<file path="src/rtl/shot_ctl.sv">
// Frame-synchronous shot sequencer for the light-gun path.
// Trigger edge -> consume a round -> black frame(s) -> target frame(s) ->
// hit/miss pulse -> cooldown frames. Owns the HUD ammo count.
// Optional build macro SHOT_STATS_EN adds shots_fired/hits_total counters.
module shot_ctl #(
  parameter int unsigned AMMO_MAX        = 16,
  parameter int unsigned BLACK_FRAMES    = 1,
  parameter int unsigned TARGET_FRAMES   = 1,
  parameter int unsigned COOLDOWN_FRAMES = 8
) (
  input  logic       clk,
  input  logic       rst_n,
  input  logic       vblnk,
  input  logic       trigger,
  input  logic       sensor,
  input  logic       reload,
  output logic       flash_black,
  output logic       flash_target,
  output logic [4:0] ammo_left,
  output logic       hit,
  output logic       miss,
  output logic       busy
`ifdef SHOT_STATS_EN
  ,
  output logic [7:0] shots_fired,
  output logic [7:0] hits_total
`endif
);

  localparam int unsigned AMMO_W = 5;
  localparam int unsigned CNT_W  = 8;

  localparam logic [AMMO_W-1:0] AMMO_FULL   = AMMO_W'(AMMO_MAX);
  localparam logic [CNT_W-1:0]  BLACK_INIT  = CNT_W'(BLACK_FRAMES - 1);
  localparam logic [CNT_W-1:0]  TARGET_INIT = CNT_W'(TARGET_FRAMES - 1);
  localparam logic [CNT_W-1:0]  COOL_INIT   =
    (COOLDOWN_FRAMES == 0) ? '0 : CNT_W'(COOLDOWN_FRAMES - 1);

  typedef enum logic [2:0] {
    S_IDLE,
    S_ARM,
    S_BLACK,
    S_TARGET,
    S_RESULT,
    S_COOLDOWN
  } state_t;

  state_t             state_q, state_d;
  logic [CNT_W-1:0]   cnt_q, cnt_d;
  logic               hit_flag_q, hit_flag_d;
  logic               reload_pend_q, reload_pend_d;
  logic [AMMO_W-1:0]  ammo_d;
  logic               hit_d, miss_d;
  logic               reload_apply;

  logic               trig_q;
  logic               vblnk_q;
  logic               sensor_m, sensor_s;
  logic               trig_edge;
  logic               frame_start;

  assign trig_edge   = trigger & ~trig_q;
  assign frame_start = vblnk_q & ~vblnk;

  // Input conditioning: sensor synchroniser, trigger and vblnk edge history.
  always_ff @(posedge clk or negedge rst_n) begin
    if (!rst_n) begin
      sensor_m <= 1'b0;
      sensor_s <= 1'b0;
      trig_q   <= 1'b0;
      vblnk_q  <= 1'b0;
    end else begin
      sensor_m <= sensor;
      sensor_s <= sensor_m;
      trig_q   <= trigger;
      vblnk_q  <= vblnk;
    end
  end

  // Next-state, counter, ammo and reload bookkeeping.
  always_comb begin
    state_d       = state_q;
    cnt_d         = cnt_q;
    hit_flag_d    = hit_flag_q;
    reload_pend_d = reload_pend_q;
    ammo_d        = ammo_left;
    reload_apply  = 1'b0;

    unique case (state_q)
      S_IDLE: begin
        // Reload takes priority; a simultaneous trigger edge is dropped.
        if (reload) begin
          reload_apply = 1'b1;
        end else if (trig_edge && (ammo_left != '0)) begin
          ammo_d  = ammo_left - AMMO_W'(1);
          state_d = S_ARM;
        end
      end
      S_ARM: begin
        if (reload) reload_pend_d = 1'b1;
        if (frame_start) begin
          state_d = S_BLACK;
          cnt_d   = BLACK_INIT;
        end
      end
      S_BLACK: begin
        if (reload) reload_pend_d = 1'b1;
        if (frame_start) begin
          if (cnt_q == '0) begin
            state_d    = S_TARGET;
            cnt_d      = TARGET_INIT;
            hit_flag_d = 1'b0;
          end else begin
            cnt_d = cnt_q - CNT_W'(1);
          end
        end
      end
      S_TARGET: begin
        if (reload) reload_pend_d = 1'b1;
        // Only active video counts; blanking cannot register a hit.
        if (!vblnk && sensor_s) hit_flag_d = 1'b1;
        if (frame_start) begin
          if (cnt_q == '0) state_d = S_RESULT;
          else             cnt_d   = cnt_q - CNT_W'(1);
        end
      end
      S_RESULT: begin
        if (COOLDOWN_FRAMES == 0) begin
          state_d = S_IDLE;
        end else begin
          state_d = S_COOLDOWN;
          cnt_d   = COOL_INIT;
        end
        if (reload_pend_q || reload) begin
          reload_apply  = 1'b1;
          reload_pend_d = 1'b0;
        end
      end
      S_COOLDOWN: begin
        if (reload) reload_apply = 1'b1;
        if (frame_start) begin
          if (cnt_q == '0) state_d = S_IDLE;
          else             cnt_d   = cnt_q - CNT_W'(1);
        end
      end
      default: begin
        state_d = S_IDLE;
        cnt_d   = '0;
      end
    endcase

    if (reload_apply) ammo_d = AMMO_FULL;

    hit_d  = (state_q == S_TARGET) && (state_d == S_RESULT) &&  hit_flag_d;
    miss_d = (state_q == S_TARGET) && (state_d == S_RESULT) && !hit_flag_d;
  end

  // State register and registered next-state output decodes.
  always_ff @(posedge clk or negedge rst_n) begin
    if (!rst_n) begin
      state_q       <= S_IDLE;
      cnt_q         <= '0;
      hit_flag_q    <= 1'b0;
      reload_pend_q <= 1'b0;
      ammo_left     <= AMMO_FULL;
      flash_black   <= 1'b0;
      flash_target  <= 1'b0;
      busy          <= 1'b0;
      hit           <= 1'b0;
      miss          <= 1'b0;
    end else begin
      state_q       <= state_d;
      cnt_q         <= cnt_d;
      hit_flag_q    <= hit_flag_d;
      reload_pend_q <= reload_pend_d;
      ammo_left     <= ammo_d;
      flash_black   <= (state_d == S_BLACK);
      flash_target  <= (state_d == S_TARGET);
      busy          <= (state_d != S_IDLE);
      hit           <= hit_d;
      miss          <= miss_d;
    end
  end

`ifdef SHOT_STATS_EN
  logic       shot_accept;
  logic [7:0] shots_d, hits_d;

  // Saturating shot/hit statistics, cleared whenever a reload takes effect.
  always_comb begin
    shot_accept = (state_q == S_IDLE) && (state_d == S_ARM);
    shots_d     = shots_fired;
    hits_d      = hits_total;
    if (reload_apply) begin
      shots_d = '0;
      hits_d  = '0;
    end else begin
      if (shot_accept && (shots_fired != 8'hFF)) shots_d = shots_fired + 8'd1;
      if (hit_d && (hits_total != 8'hFF))        hits_d  = hits_total + 8'd1;
    end
  end

  // Statistics registers.
  always_ff @(posedge clk or negedge rst_n) begin
    if (!rst_n) begin
      shots_fired <= '0;
      hits_total  <= '0;
    end else begin
      shots_fired <= shots_d;
      hits_total  <= hits_d;
    end
  end
`endif

endmodule

</file>
<file path="config.mk">
export PLATFORM = sky130hd
export DESIGN_NAME = shot_ctl
export DESIGN_NICKNAME = d
export VERILOG_FILES = /design/src/rtl/shot_ctl.sv
export SDC_FILE = /design/constraint.sdc
export NUM_CORES = 1
export LEC_CHECK = 0
export BUFFER_PORTS_ARGS = -buffer_cell sky130_fd_sc_hd__buf_2
export CAP_MARGIN = 30
export CORE_AREA = 2 2 61 63
export DETAILED_ROUTE_END_ITERATION = 8
export DIE_AREA = 0 0 63 65
export PLACE_DENSITY_LB_ADDON = 0.1
export SLEW_MARGIN = 20
export SYNTH_ARGS = -nofsm -noshare
export SYNTH_HDL_FRONTEND = slang
export SYNTH_SLANG_ARGS = --single-unit
export TNS_END_PERCENT = 30
</file>
<file path="constraint.sdc">
create_clock -name clk -period 1.75 [get_ports clk]
set_input_delay 0.175 -clock clk [delete_from_list [all_inputs] [get_ports clk]]
set_output_delay 0.175 -clock clk [all_outputs]
set_load 0.005 [all_outputs]
</file>
# After elaboration in Yosys (flattened, before gate mapping)

Cells that the tools add are included.

Bits in registers: 27
Bits of input ports: 6
Output and inout bits: 10
Logic and storage cells: 87

Add/sub/neg operators: 2
Eq/ne operators: 15
Muxes and demuxes: 30
Bitwise operators: 5
Reduce and logical (&&, ||, !) cells: 21

Operators with widths:

| kind                                             | count |
|---|---|
| two-way mux 8 bit                                | 5 |
| one-hot mux 8 bit (5 select lines)               | 1 |
| two-way mux 3 bit                                | 9 |
| two-way mux 5 bit                                | 4 |
| one-hot mux 3 bit (6 select lines)               | 1 |
| == test 3 x 2 -> 1 bit, second input constant    | 4 |
| == test 3 bit, second input constant             | 3 |
| zero test 8 bit                                  | 1 |
| != test 2 bit, second input constant             | 4 |
| subtractor 8 x 1 -> 8 bit, second input constant | 1 |
| two-way mux 1 bit                                | 7 |
| != test 2 x 1 -> 1 bit, second input constant    | 3 |
| one-hot mux 1 bit (2 select lines)               | 3 |
| AND reduction 3 bit                              | 2 |
| nonzero test 2 bit                               | 3 |
| logical AND 1 bit                                | 5 |
| AND reduction 5 bit                              | 1 |
| nonzero test 5 bit                               | 1 |
| subtractor 5 x 1 -> 5 bit, second input constant | 1 |
| OR reduction 2 bit                               | 2 |
| == test 3 x 1 -> 1 bit, second input constant    | 1 |
| zero test 3 bit                                  | 1 |
| inverter 1 bit                                   | 3 |
| nonzero test 3 bit                               | 1 |
| other kinds (4)                                  | 6 |

# Depth between registers and ports, before layout

Gate-level depths: netlist of run 1.

Word-level depth: 9
Mapped depth: 8
Gate-level depth less buffers: 7

# Worst setup path before layout of run 1

Ideal clock, no wire load.

Kind: register -> register
Start: register ammo_left[0]
End: register ammo_left[4]
Library setup time: 88 ps
Arrival: 1,772 ps
Required time: 1,662 ps
Slack: -110 ps
Stages on the path, launching flop included: 9
Buffers on the path: 1
Clock period less this slack: 1,860 ps
Path through: dfrtp_1 > inv_1 > ha_1 > or4b_1 > and3_1 > buf_6 > nand2_4 > nor4_1 > or3_1

Word-level cells in the longest chain between the ends: 5
Elaborated cells on any way between the ends: 9
Those cells by class: add/sub: 1; mux: 4; reduce/logical: 4

Ends and longest elaborated chain:

| what                      | RTL line | RTL |
|---|---|---|
| start: declaration        | 19       | `output logic [4:0] ammo_left,` |
| start signal: assignment  | 176      | `ammo_left <= ammo_d;` |
| subtractor 5 x 1 -> 5 bit | 95       | `ammo_d = ammo_left - AMMO_W'(1);` |
| two-way mux 5 bit         | 94       | `end else if (trig_edge && (ammo_left != '0)) begin` |
| two-way mux 5 bit         | 92       | `if (reload) begin` |
| two-way mux 5 bit         | 89       | `unique case (state_q)` |
| two-way mux 5 bit         | 152      | `if (reload_apply) ammo_d = AMMO_FULL;` |

Several ways; a longest one is shown, not always the timed one. The select of a mux whose other input is x is not followed.
A chain may end at the register's enable or synchronous reset.

# Final worst setup path of run 1

Start: register ammo_left[1]
End: register ammo_left[3]

The elaborated chain is that of the path after synthesis.

==> impl_metrics.py, run 1 <==
metrics = {
    "outcome": {
        "result_of_the_run": "finished, violations left",
        "failed_checks": "setup timing",
    },
    "logic_synthesis": {
        "mapped_cells": 157,
        "synthDominantCellAreaShare_pct": 44.3,
        "synth-seq-area-share_pct": 46.1,
        "synthesis.nets": 167,
        "syn-cell-area_mm2": 0.00147,
        "synth-seq-cells": 27,
        "ys_types": 44,
        "synth.largest_area_cell": "sky130_fd_sc_hd__dfrtp_1",
        "yosys_warnings": 0,
        "post_synth_main_area_contributors": "sky130_fd_sc_hd__dfrtp_1 (44%), sky130_fd_sc_hd__a21oi_1 (4.1%), sky130_fd_sc_hd__nand2_1 (3.6%)",
        "synth_area_per_cell_um2": 9.35,
    },
    "floorplanning": {
        "die_w_um": 63,
        "initial_core_util_pct": 42.0,
        "chipHeight_um": 65,
        "fp.dieArea_mm2": 0.00410,
        "fp.coreArea_mm2": 0.00350,
        "placement_rows": 22,
        "design.portCount": 16,
    },
    "timing": {
        "postLayoutSetupSlackWorst_ps": -0.864,
        "timing.final.crit_share_pct": 100,
        "period_needed_ps": 1750,
        "timing.max_slew.rel_slack_pct": 60.5,
        "finClkSkew_ps": 6.35,
        "final_max_slew_viol_count": 0,
        "fmax_mhz": 571,
        "timing_worst_slew_pin_value_ps": 593,
        "final-hold-violation-count": 0,
        "rsz0062_at_grt": "true",
        "setup_violations": 1,
    },
    "placed_design": {
        "buffer_ports.inserted": 15,
        "gp_congestion": 0.816,
        "dp_slack_ps": -109,
        "hpwl_um": 2530,
    },
    "critical_path": {
        "worst_setup_path_start_kind": "flop",
        "reg2reg_setup_slack_ps": -0.9,
        "cp_slowest_cell": "sky130_fd_sc_hd__or4b_4",
        "regToRegStartpoint": "ammo_left[1]$_DFFE_PN0P_",
        "worst_setup_path_type": "flop to flop",
        "reg2reg_to": "ammo_left[3]$_DFFE_PN0P_",
        "critical_path.max_stage_delay_ps": 440,
        "worstPathCellList": "inv_2, ha_4, or4b_4, and3_4, buf_6, nand2_4, xor2_1, nor2_1",
        "worst-endpoint-required_ps": 1970,
        "setup.worst_path.end_class": "flop",
        "cp_data_arrival_time_ps": 1970,
        "critPathMaxFanout": 7,
        "r2r_cells": 8,
    },
    "drt": {
        "drc_errors": 0,
        "first_pass_iters": 4,
        "postRouteWirelength_um": 3520,
        "detail_route.vias_per_cell": 5.30,
        "antenna_violating_nets_post_route": 0,
        "wire_length_on_met2_um": 1630,
        "route.layer.met1.wl_um": 1730,
        "met3_length_um": 93,
        "wl_per_cell_um": 14.0,
        "detailroute.via_count": 1330,
        "drt_iter0_drc": 35,
        "top_layer_used": "met4",
    },
    "cts": {
        "cts_root_buf": "sky130_fd_sc_hd__clkbuf_4",
        "clk-insertion-delay-late_ps": 330,
        "path_clk_slew_ps": 150,
        "tritoncts": "yes",
        "cts.sink_count": 27,
        "htree_num_levels": 1,
        "cts-root-to-sink-buffers": 2,
        "tritoncts.num_buffers": 3,
    },
    "layout": {
        "area.growth.synth_to_final_pct": 33.2,
        "post_route_cells_drive_above_1_share_pct": 35.5,
        "design.final.nets": 214,
        "flip_flop_count_of_the_largest_register_after_layout": 8,
        "registers.top_by_ff_count": "cnt_q",
        "antenna_cells": 0,
        "reg_top3": "cnt_q (8), ammo_left (5), state_q (3)",
    },
    "global_route": {
        "globalRouteOverflowTotal": 0,
        "grt_start_max_net_pins": 28,
        "grt_pass1_wl_um": 6150,
        "grt_pass1_vias": 1348,
        "grt_usage_pct": 18.8,
        "grt_antenna_before_repair": 0,
    },
    "worst_hold_path": {
        "hold_start": "reload",
        "holdCritPathClass": "primary input to flop",
        "hold_end": "reload_pend_q$_DFFE_PN0P_",
        "min_path_cells": 3,
    },
    "power_and_ir_drop": {
        "total_power_after_layout_mw": 2.79,
        "power.leakage_nw": 0.869,
        "power_per_standard_cell_area_mw_per_mm2": 1430,
        "peakVddDrop_uv": 557,
    },
    "flow_run": {
        "maxCapViolations": 0,
    },
}
## worst max-delay path by stage
stage,startpoint,end,slack (ps),depth (start not counted)
after global placement,ammo_left[0]$_DFFE_PN0P_,ammo_left[3]$_DFFE_PN0P_,-60,8
final,ammo_left[1]$_DFFE_PN0P_,ammo_left[3]$_DFFE_PN0P_,-0.9,8
after floorplan,ammo_left[0]$_DFFE_PN0P_,ammo_left[4]$_DFFE_PN1P_,-50,8
after global routing,ammo_left[0]$_DFFE_PN0P_,ammo_left[3]$_DFFE_PN0P_,-80,8
after CTS,ammo_left[0]$_DFFE_PN0P_,ammo_left[3]$_DFFE_PN0P_,-10,8
after detailed placement,ammo_left[0]$_DFFE_PN0P_,ammo_left[3]$_DFFE_PN0P_,-110,8
## cell families (layout without fill, tap and decap cells)
| group | after synthesis | in the layout | share of synthesized area [%] |
|---|---|---|---|
| buffers and inverters | 14 | 60 | 4.09 |
| AO/OA/AOI/OAI | 41 | 41 | 17.6 |
| adder cells (fa/ha/maj) | 4 | 4 | 3.41 |
| AND/OR/NAND/NOR | 65 | 65 | 25.1 |
| flip-flops | 27 | 27 | 46.1 |
| XOR/XNOR | 6 | 6 | 3.58 |
## area by class of cell
class,instances,area (um2)
Inverter,8,30.0
Tap cell,48,60.1
Sequential cell,27,677
Timing Repair Buffer,48,340
Clock buffer,3,22.5
Clock inverter,1,5.00
Fill cell,339,1540
Multi-Input combinational cell,116,820
## worst max-delay path: cells and delay by family, from the launching register on
family,cells,cell delay (ps)
AND/OR/NAND/NOR,4,740
flip-flops,1,420
buffers and inverters,2,220
XOR/XNOR,1,140
adder cells (fa/ha/maj),1,120
## layout by cell type (no fill, tap or decap), types with 3 or more instances in the layout
cell	netlist	layout
sky130_fd_sc_hd__a21oi_1	12	11
sky130_fd_sc_hd__buf_2	0	15
sky130_fd_sc_hd__buf_4	0	27
sky130_fd_sc_hd__clkbuf_4	0	3
sky130_fd_sc_hd__dfrtp_1	26	26
sky130_fd_sc_hd__dlygate4sd3_1	0	4
sky130_fd_sc_hd__inv_1	8	6
sky130_fd_sc_hd__nand2_1	14	12
sky130_fd_sc_hd__nand3_1	5	4
sky130_fd_sc_hd__nor2_1	12	12
sky130_fd_sc_hd__nor2b_1	7	7
sky130_fd_sc_hd__nor3_1	3	3
sky130_fd_sc_hd__o21ai_0	10	9
sky130_fd_sc_hd__o31ai_1	3	3
sky130_fd_sc_hd__xor2_1	4	4
## repair_timing
item	in CTS	in global routing
hold buffers	4	0
buffers inserted	5	1
gates resized for setup	10	14
endpoints found under the hold margin	29	0
gates cloned	0	0
pin swaps	7	8
endpoints found under the setup margin	8	17
## report_power, final
part / switching [mW] / internal, mW / total, mW
clock: 0.185 / 0.0858 / 0.271
combinational: 0.796 / 0.770 / 1.57
sequential: 0.148 / 0.807 / 0.955
## routing by layer
metal  track usage, %  up-vias
li1                 -      655
met1             26.1      642
met2             31.0       25
met3             2.26        8
met4             5.00        0
met5                0        -
## cells in the mapped netlist
library cell,count
sky130_fd_sc_hd__o21bai_1,1
sky130_fd_sc_hd__and3_1,2
sky130_fd_sc_hd__o31a_2,1
sky130_fd_sc_hd__nand2_4,1
sky130_fd_sc_hd__nor4_1,3
sky130_fd_sc_hd__nand4_1,2
sky130_fd_sc_hd__o41ai_1,1
sky130_fd_sc_hd__nand2b_1,2
sky130_fd_sc_hd__or3b_1,1
sky130_fd_sc_hd__nand3_1,5
sky130_fd_sc_hd__a21oi_1,12
sky130_fd_sc_hd__o22ai_1,2
sky130_fd_sc_hd__nor3_2,1
sky130_fd_sc_hd__and4_1,1
sky130_fd_sc_hd__nand3b_1,1
sky130_fd_sc_hd__a22oi_1,3
sky130_fd_sc_hd__xor2_1,4
sky130_fd_sc_hd__buf_6,1
sky130_fd_sc_hd__a21o_1,1
sky130_fd_sc_hd__nor2b_1,7
sky130_fd_sc_hd__dfstp_2,1
sky130_fd_sc_hd__nor4b_2,1
sky130_fd_sc_hd__a31o_2,1
sky130_fd_sc_hd__and2_1,1
sky130_fd_sc_hd__xnor2_1,2
sky130_fd_sc_hd__nor3_1,3
sky130_fd_sc_hd__o221ai_1,1
sky130_fd_sc_hd__a211o_1,1
sky130_fd_sc_hd__nand2_1,14
sky130_fd_sc_hd__inv_1,8
sky130_fd_sc_hd__or4b_1,2
sky130_fd_sc_hd__ha_1,4
sky130_fd_sc_hd__nor2_1,12
sky130_fd_sc_hd__or3_1,3
sky130_fd_sc_hd__nor4b_1,1
sky130_fd_sc_hd__a211oi_1,2
sky130_fd_sc_hd__dfrtp_1,26
sky130_fd_sc_hd__nand3_2,1
sky130_fd_sc_hd__clkbuf_1,5
sky130_fd_sc_hd__and2_0,1
sky130_fd_sc_hd__o21ai_0,10
sky130_fd_sc_hd__o31ai_1,3
sky130_fd_sc_hd__o211ai_1,1
sky130_fd_sc_hd__o2bb2ai_1,1
## through the flow
step	setup TNS (ps)	hold WS (ps)	utilization [%]	cells	area, um2
after floorplan	-69.1	-121	-	157	1470
after global placement	-140	213	50.4	239	1760
after detailed placement	-427	213	50.4	239	1760
after CTS	-26.9	197	54.1	250	1890
after global routing	-741	188	55.9	251	1950
final	-0.864	202	55.9	251	1950
Power figures use the tool's default switching activity.
==> run 2, diff against run 1 <==
Settings changed: CORE_AREA 2 2 61 63 to 2 2 63 65, DIE_AREA 0 0 63 65 to 0 0 65 67.
==> run 2 against run 1 <==
Against the previous run:
- the flow still finishes with violations (setup timing)
- wire length grew 2.8%
- utilization shrank 1.5 points
- sequential cell count is the same
- fmax shrank 0.49%
- non-clock buffer count grew 2
- via count grew 0.38%
- first-iteration DRC count grew 57%
- hold slack lost 190 ps
- clock skew shrank 1.7 ps
- sequential share of layout area shrank 0.11 points
- critical endpoint is now cnt_q[7]$_DFFE_PN0P_
==> impl_metrics.py, run 2 (synthesis results as in run 1) <==
metrics = {
    "placed_design": {
        "buffer_ports.inserted": 15,
        "post-place-cells": 243,
        "gp_congestion": 0.790,
        "hpwl_um": 2620,
    },
    "global_route": {
        "grt_antenna_before_repair": 0,
        "grt_pass1_wl_um": 6280,
        "grt_start_max_net_pins": 28,
        "grt_pass1_vias": 1326,
        "grt_usage_pct": 18.7,
        "globalRouteOverflowTotal": 0,
    },
    "worst_hold_path": {
        "hold_end": "trig_q$_DFF_PN0_",
        "min_path_cells": 1,
        "hold_start": "trigger",
        "holdCritPathClass": "primary input to flop",
    },
    "critical_path": {
        "setup.worst_path.end_class": "flop",
        "cp_data_arrival_time_ps": 1970,
        "worst_setup_path_start_kind": "flop",
        "reg2reg_setup_slack_ps": -10,
        "worst_setup_path_type": "flop to flop",
        "regToRegStartpoint": "cnt_q[1]$_DFFE_PN0P_",
        "critPathMaxFanout": 2,
        "reg2reg_to": "cnt_q[7]$_DFFE_PN0P_",
        "crit_start": "cnt_q[1]$_DFFE_PN0P_",
        "r2r_cells": 5,
        "worst-endpoint-required_ps": 1960,
    },
    "timing": {
        "postLayoutSetupSlackWorst_ps": -9.54,
        "rsz0062_at_grt": "true",
        "fin_setup_tns_ps": -12.1,
        "timing.final.crit_share_pct": 101,
        "finClkSkew_ps": 4.67,
        "period_needed_ps": 1760,
        "fmax_mhz": 568,
        "timing.max_slew.rel_slack_pct": 60.3,
        "timing_worst_slew_pin_value_ps": 595,
        "final_max_slew_viol_count": 0,
        "setup_violations": 2,
        "final-hold-violation-count": 0,
    },
    "cts": {
        "path_clk_slew_ps": 100,
        "cts-root-to-sink-buffers": 2,
        "tritoncts.num_buffers": 3,
        "tritoncts": "yes",
        "cts_root_buf": "sky130_fd_sc_hd__clkbuf_8",
        "htree_num_levels": 1,
        "clk-insertion-delay-late_ps": 270,
        "cts.sink_count": 27,
    },
    "layout": {
        "post_route_cells_drive_above_1_share_pct": 35.6,
        "multi_input_area_um2": 797,
        "final_instance_count_excl_fillers": 253,
        "area.growth.synth_to_final_pct": 33.6,
        "sequential_cell_area_in_the_final_layout_um2": 677,
        "reg_top3": "cnt_q (8), ammo_left (5), state_q (3)",
        "registers.top_by_ff_count": "cnt_q",
        "design.final.nets": 216,
        "n_fill_cell": 344,
        "final_common_cell": "sky130_fd_sc_hd__buf_4",
        "flip_flop_count_of_the_largest_register_after_layout": 8,
        "antenna_cells": 0,
        "layout_common_cells": "sky130_fd_sc_hd__buf_4 (32), sky130_fd_sc_hd__dfrtp_1 (26), sky130_fd_sc_hd__buf_2 (15), sky130_fd_sc_hd__nand2_1 (12), sky130_fd_sc_hd__nor2_1 (12)",
    },
    "drt": {
        "detailroute.via_count": 1335,
        "wl_per_cell_um": 14.3,
        "drt_iter0_drc": 55,
        "postRouteWirelength_um": 3620,
        "antenna_violating_nets_post_route": 0,
        "drc_errors": 0,
        "detail_route.vias_per_cell": 5.28,
        "first_pass_iters": 4,
    },
    "power_and_ir_drop": {
        "power_per_standard_cell_area_mw_per_mm2": 1500,
        "peakVddDrop_uv": 553,
        "power.leakage_nw": 0.887,
    },
    "floorplanning": {
        "design.portCount": 16,
        "chipHeight_um": 67,
        "placement_rows": 22,
        "fp.coreArea_mm2": 0.00361,
        "initial_core_util_pct": 40.7,
        "die_w_um": 65,
        "fp.dieArea_mm2": 0.00436,
    },
    "flow_run": {
        "maxCapViolations": 0,
    },
    "outcome": {
        "result_of_the_run": "finished, violations left",
        "failed_checks": "setup timing",
    },
}
==> run 2: cell count changes in the layout (fill, tap and decap cells not counted), sizes merged <==
| cell | previous run | this run |
|---|---|---|
| dlygate4sd3 | 4 | 2 |
| buf | 44 | 48 |
==> run 2: routing by layer <==
metal	track usage (%)	part of all wire, %
met1	25.8	46
met2	31.1	49
met3	2.53	4.1
met4	4.52	0.47
met5	0	0
==> run 2: what timing repair did <==
action | in CTS | in global routing
setup buffers | 3 | 1
hold buffers | 2 | 0
gates resized for setup | 7 | 14
endpoints found under the setup margin | 8 | 21
pin swaps | 5 | 4
endpoints found under the hold margin | 27 | 0
==> run 2: worst max-delay path, cell delays in order (launching register included) <==
cell and delay (ps):
sky130_fd_sc_hd__dfrtp_1 390, sky130_fd_sc_hd__buf_4 140, sky130_fd_sc_hd__or3_4 370, sky130_fd_sc_hd__or3b_1 360, sky130_fd_sc_hd__or3_1 330, sky130_fd_sc_hd__a21oi_2 110
==> run 2: power breakdown <==
group | internal [mW] | switching, mW | leakage, nW
clock network | 0.159 | 0.197 | 0.0255
registers | 0.809 | 0.118 | 0.338
logic | 0.813 | 0.840 | 0.524
total | 1.78 | 1.16 | 0.887
==> run 2: through the flow <==
stage	area, um2	hold WS [ps]	power (mW)	setup WS, ps	util (%)
CTS	1900	6.05	2.83	-8.21	52.8
finish	1960	11.5	2.94	-9.54	54.4
global route	1960	11.2	3.19	-90.5	54.4
floorplan	1470	-121	1.74	-46.1	-
global placement	1790	212	2.36	-89.5	49.7
detailed placement	1790	220	2.39	-88.1	49.7
==> run 2: final cells by class <==
cell class / count / share of cell area, %
multi-input cells: 116 / 40.7
flip-flops and latches: 27 / 34.5
repair buffers: 50 / 17.9
well taps: 48 / 3.06
clock buffers: 3 / 2.11
inverters: 8 / 1.53
clock inverters: 1 / 0.255
==> run 2: worst max-delay path by stage <==
stage	endpoint	slack (ps)	depth (start not counted)
6_report	cnt_q[7]$_DFFE_PN0P_	-10	5
5_1_grt	ammo_left[1]$_DFFE_PN0P_	-90	6
3_3_place_gp	ammo_left[3]$_DFFE_PN0P_	-90	8
2_1_floorplan	ammo_left[4]$_DFFE_PN1P_	-50	8
4_1_cts	cnt_q[7]$_DFFE_PN0P_	-8	5
3_5_place_dp	flash_black$_DFF_PN0_	-90	6
==> run 3, diff against run 2 <==
Settings changed: SKIP_CTS_REPAIR_TIMING set to 1, SKIP_LAST_GASP set to 1.
==> run 3 against run 2 <==
Against the previous run:
- the flow still finishes with violations (setup timing)
- clock-buffer cell count stayed put
- register-to-register slack is essentially flat
- fmax fell by 0.28%
- combinational power hardly changed
- global-route usage fell by 0.83 points
- critical path depth unchanged
- sequential cell count stayed put
- critical endpoint unchanged
==> impl_metrics.py, run 3 (synthesis results as in run 1) <==
metrics = {
    "layout": {
        "final_instance_count_excl_fillers": 251,
        "layout_common_cells": "sky130_fd_sc_hd__buf_4 (30), sky130_fd_sc_hd__dfrtp_1 (26), sky130_fd_sc_hd__buf_2 (15), sky130_fd_sc_hd__nand2_1 (12), sky130_fd_sc_hd__nor2_1 (11)",
        "area.growth.synth_to_final_pct": 34.1,
        "reg_top3": "cnt_q (8), ammo_left (5), state_q (3)",
        "registers.top_by_ff_count": "cnt_q",
        "antenna_cells": 0,
        "final_common_cell": "sky130_fd_sc_hd__buf_4",
        "n_fill_cell": 340,
        "layout.cell_area.non_filler_mm2": 0.00197,
        "flip_flop_count_of_the_largest_register_after_layout": 8,
        "post_route_cells_drive_above_1_share_pct": 36.5,
        "design.final.nets": 214,
    },
    "drt": {
        "drc_errors": 0,
        "antenna_violating_nets_post_route": 0,
        "detail_route.vias_per_cell": 5.14,
        "wl_per_cell_um": 14.2,
        "drt_iter0_drc": 37,
        "first_pass_iters": 4,
        "detailroute.via_count": 1290,
        "postRouteWirelength_um": 3570,
    },
    "cts": {
        "tritoncts": "yes",
        "clk-insertion-delay-late_ps": 270,
        "cts.sink_count": 27,
        "cts-root-to-sink-buffers": 2,
        "path_clk_slew_ps": 90,
        "cts_root_buf": "sky130_fd_sc_hd__clkbuf_8",
        "tritoncts.num_buffers": 3,
        "htree_num_levels": 1,
    },
    "critical_path": {
        "worst-endpoint-required_ps": 1960,
        "cp_slowest_cell": "sky130_fd_sc_hd__dfrtp_1",
        "worst_setup_path_start_kind": "flop",
        "regToRegStartpoint": "cnt_q[1]$_DFFE_PN0P_",
        "reg2reg_setup_slack_ps": -10,
        "r2r_cells": 5,
        "critPathMaxFanout": 2,
        "path_common_cell": "sky130_fd_sc_hd__or3_1",
        "setup.worst_path.end_class": "flop",
        "worst_setup_path_type": "flop to flop",
        "critical_path.max_stage_delay_ps": 390,
        "reg2reg_to": "cnt_q[7]$_DFFE_PN0P_",
        "critPathTopFamily": "simple AND/OR/NAND/NOR gates",
        "worstPathCellList": "buf_4, or3_1, or3b_1, or3_1, a21oi_2",
        "cp_data_arrival_time_ps": 1970,
        "critical_path_buf_inv_count": 1,
    },
    "global_route": {
        "grt_usage_pct": 17.9,
        "grt_pass1_vias": 1286,
        "grt_antenna_before_repair": 0,
        "globalRouteOverflowTotal": 0,
        "grt_start_max_net_pins": 28,
        "grt_pass1_wl_um": 6070,
    },
    "timing": {
        "timing_worst_slew_pin_value_ps": 592,
        "setup_violations": 3,
        "fin_setup_tns_ps": -23.2,
        "final-hold-violation-count": 0,
        "final_max_slew_viol_count": 0,
        "postLayoutSetupSlackWorst_ps": -14.5,
        "fmax_mhz": 567,
        "timing.max_slew.rel_slack_pct": 60.5,
        "timing.final.crit_share_pct": 101,
        "rsz0062_at_grt": "true",
        "period_needed_ps": 1760,
        "finClkSkew_ps": 0.911,
    },
    "power_and_ir_drop": {
        "peakVddDrop_uv": 587,
        "power.leakage_nw": 0.876,
        "power_per_standard_cell_area_mw_per_mm2": 1490,
    },
    "placed_design": {
        "detailed_place.area_mm2": 0.00179,
        "post-place-cells": 243,
        "buffer_ports.inserted": 15,
        "gp_congestion": 0.790,
        "hpwl_um": 2620,
    },
    "outcome": {
        "failed_checks": "setup timing",
        "result_of_the_run": "finished, violations left",
    },
    "floorplanning": {
        "initial_core_util_pct": 40.7,
        "design.portCount": 16,
        "placement_rows": 22,
        "chipHeight_um": 67,
        "fp.dieArea_mm2": 0.00436,
        "fp.coreArea_mm2": 0.00361,
        "die_w_um": 65,
    },
    "worst_hold_path": {
        "hold_end": "trig_q$_DFF_PN0_",
        "hold_start": "trigger",
        "min_path_cells": 1,
        "holdCritPathClass": "primary input to flop",
    },
    "flow_run": {
        "maxCapViolations": 0,
    },
}
==> run 3: area by class of cell <==
class                      count  area [um2]  share of cell area (%)
clock buffer                   3        41.3                    2.10
inverter                       8        30.0                    1.53
sequential                    27         677                    34.4
multi-input combinational    116         820                    41.6
tap                           48        60.1                    3.05
timing repair buffer          48         335                    17.0
clock inverter                 1        5.00                   0.254
==> run 3: per-layer routing <==
layer  GRT usage, %  wire length [um]  up-vias
met5              0                 0        -
met4           5.05                17        0
met3           2.70                82        2
met2           28.5              1730       14
met1           25.2              1740      617
li1               -                 -      657
==> run 3: worst reg2reg max path, stage by stage (launching register included) <==
cell and delay (ps):
sky130_fd_sc_hd__dfrtp_1 390, sky130_fd_sc_hd__buf_4 130, sky130_fd_sc_hd__or3_1 380, sky130_fd_sc_hd__or3b_1 370, sky130_fd_sc_hd__or3_1 330, sky130_fd_sc_hd__a21oi_2 110
==> run 3: per-stage QoR <==
| step | setup slack, ps | hold slack, ps | power (mW) | utilization (%) |
|---|---|---|---|---|
| 3_5_place_dp | -88.1 | 220 | 2.39 | 49.7 |
| 5_1_grt | -113 | 11.2 | 3.17 | 54.6 |
| 3_3_place_gp | -89.5 | 212 | 2.36 | 49.7 |
| 2_1_floorplan | -46.1 | -121 | 1.74 | - |
| 4_1_cts | -122 | -83.7 | 2.76 | 50.9 |
| 6_report | -14.5 | 13.8 | 2.93 | 54.6 |
==> run 3: how the worst max path moves through the flow <==
stage / start / to / slack [ps] / depth (start not counted)
2_1_floorplan: ammo_left[0]$_DFFE_PN0P_ / ammo_left[4]$_DFFE_PN1P_ / -50 / 8
6_report: cnt_q[1]$_DFFE_PN0P_ / cnt_q[7]$_DFFE_PN0P_ / -10 / 5
3_3_place_gp: ammo_left[0]$_DFFE_PN0P_ / ammo_left[3]$_DFFE_PN0P_ / -90 / 8
5_1_grt: ammo_left[0]$_DFFE_PN0P_ / ammo_left[3]$_DFFE_PN0P_ / -110 / 8
4_1_cts: ammo_left[0]$_DFFE_PN0P_ / flash_black$_DFF_PN0_ / -120 / 6
3_5_place_dp: ammo_left[0]$_DFFE_PN0P_ / flash_black$_DFF_PN0_ / -90 / 6
==> run 3: power breakdown <==
| part | internal (mW) | leakage (nW) | switching (mW) | total, mW |
|---|---|---|---|---|
| Combinational | 0.802 | 0.513 | 0.846 | 1.65 |
| Clock | 0.159 | 0.0255 | 0.196 | 0.356 |
| Sequential | 0.809 | 0.338 | 0.116 | 0.925 |
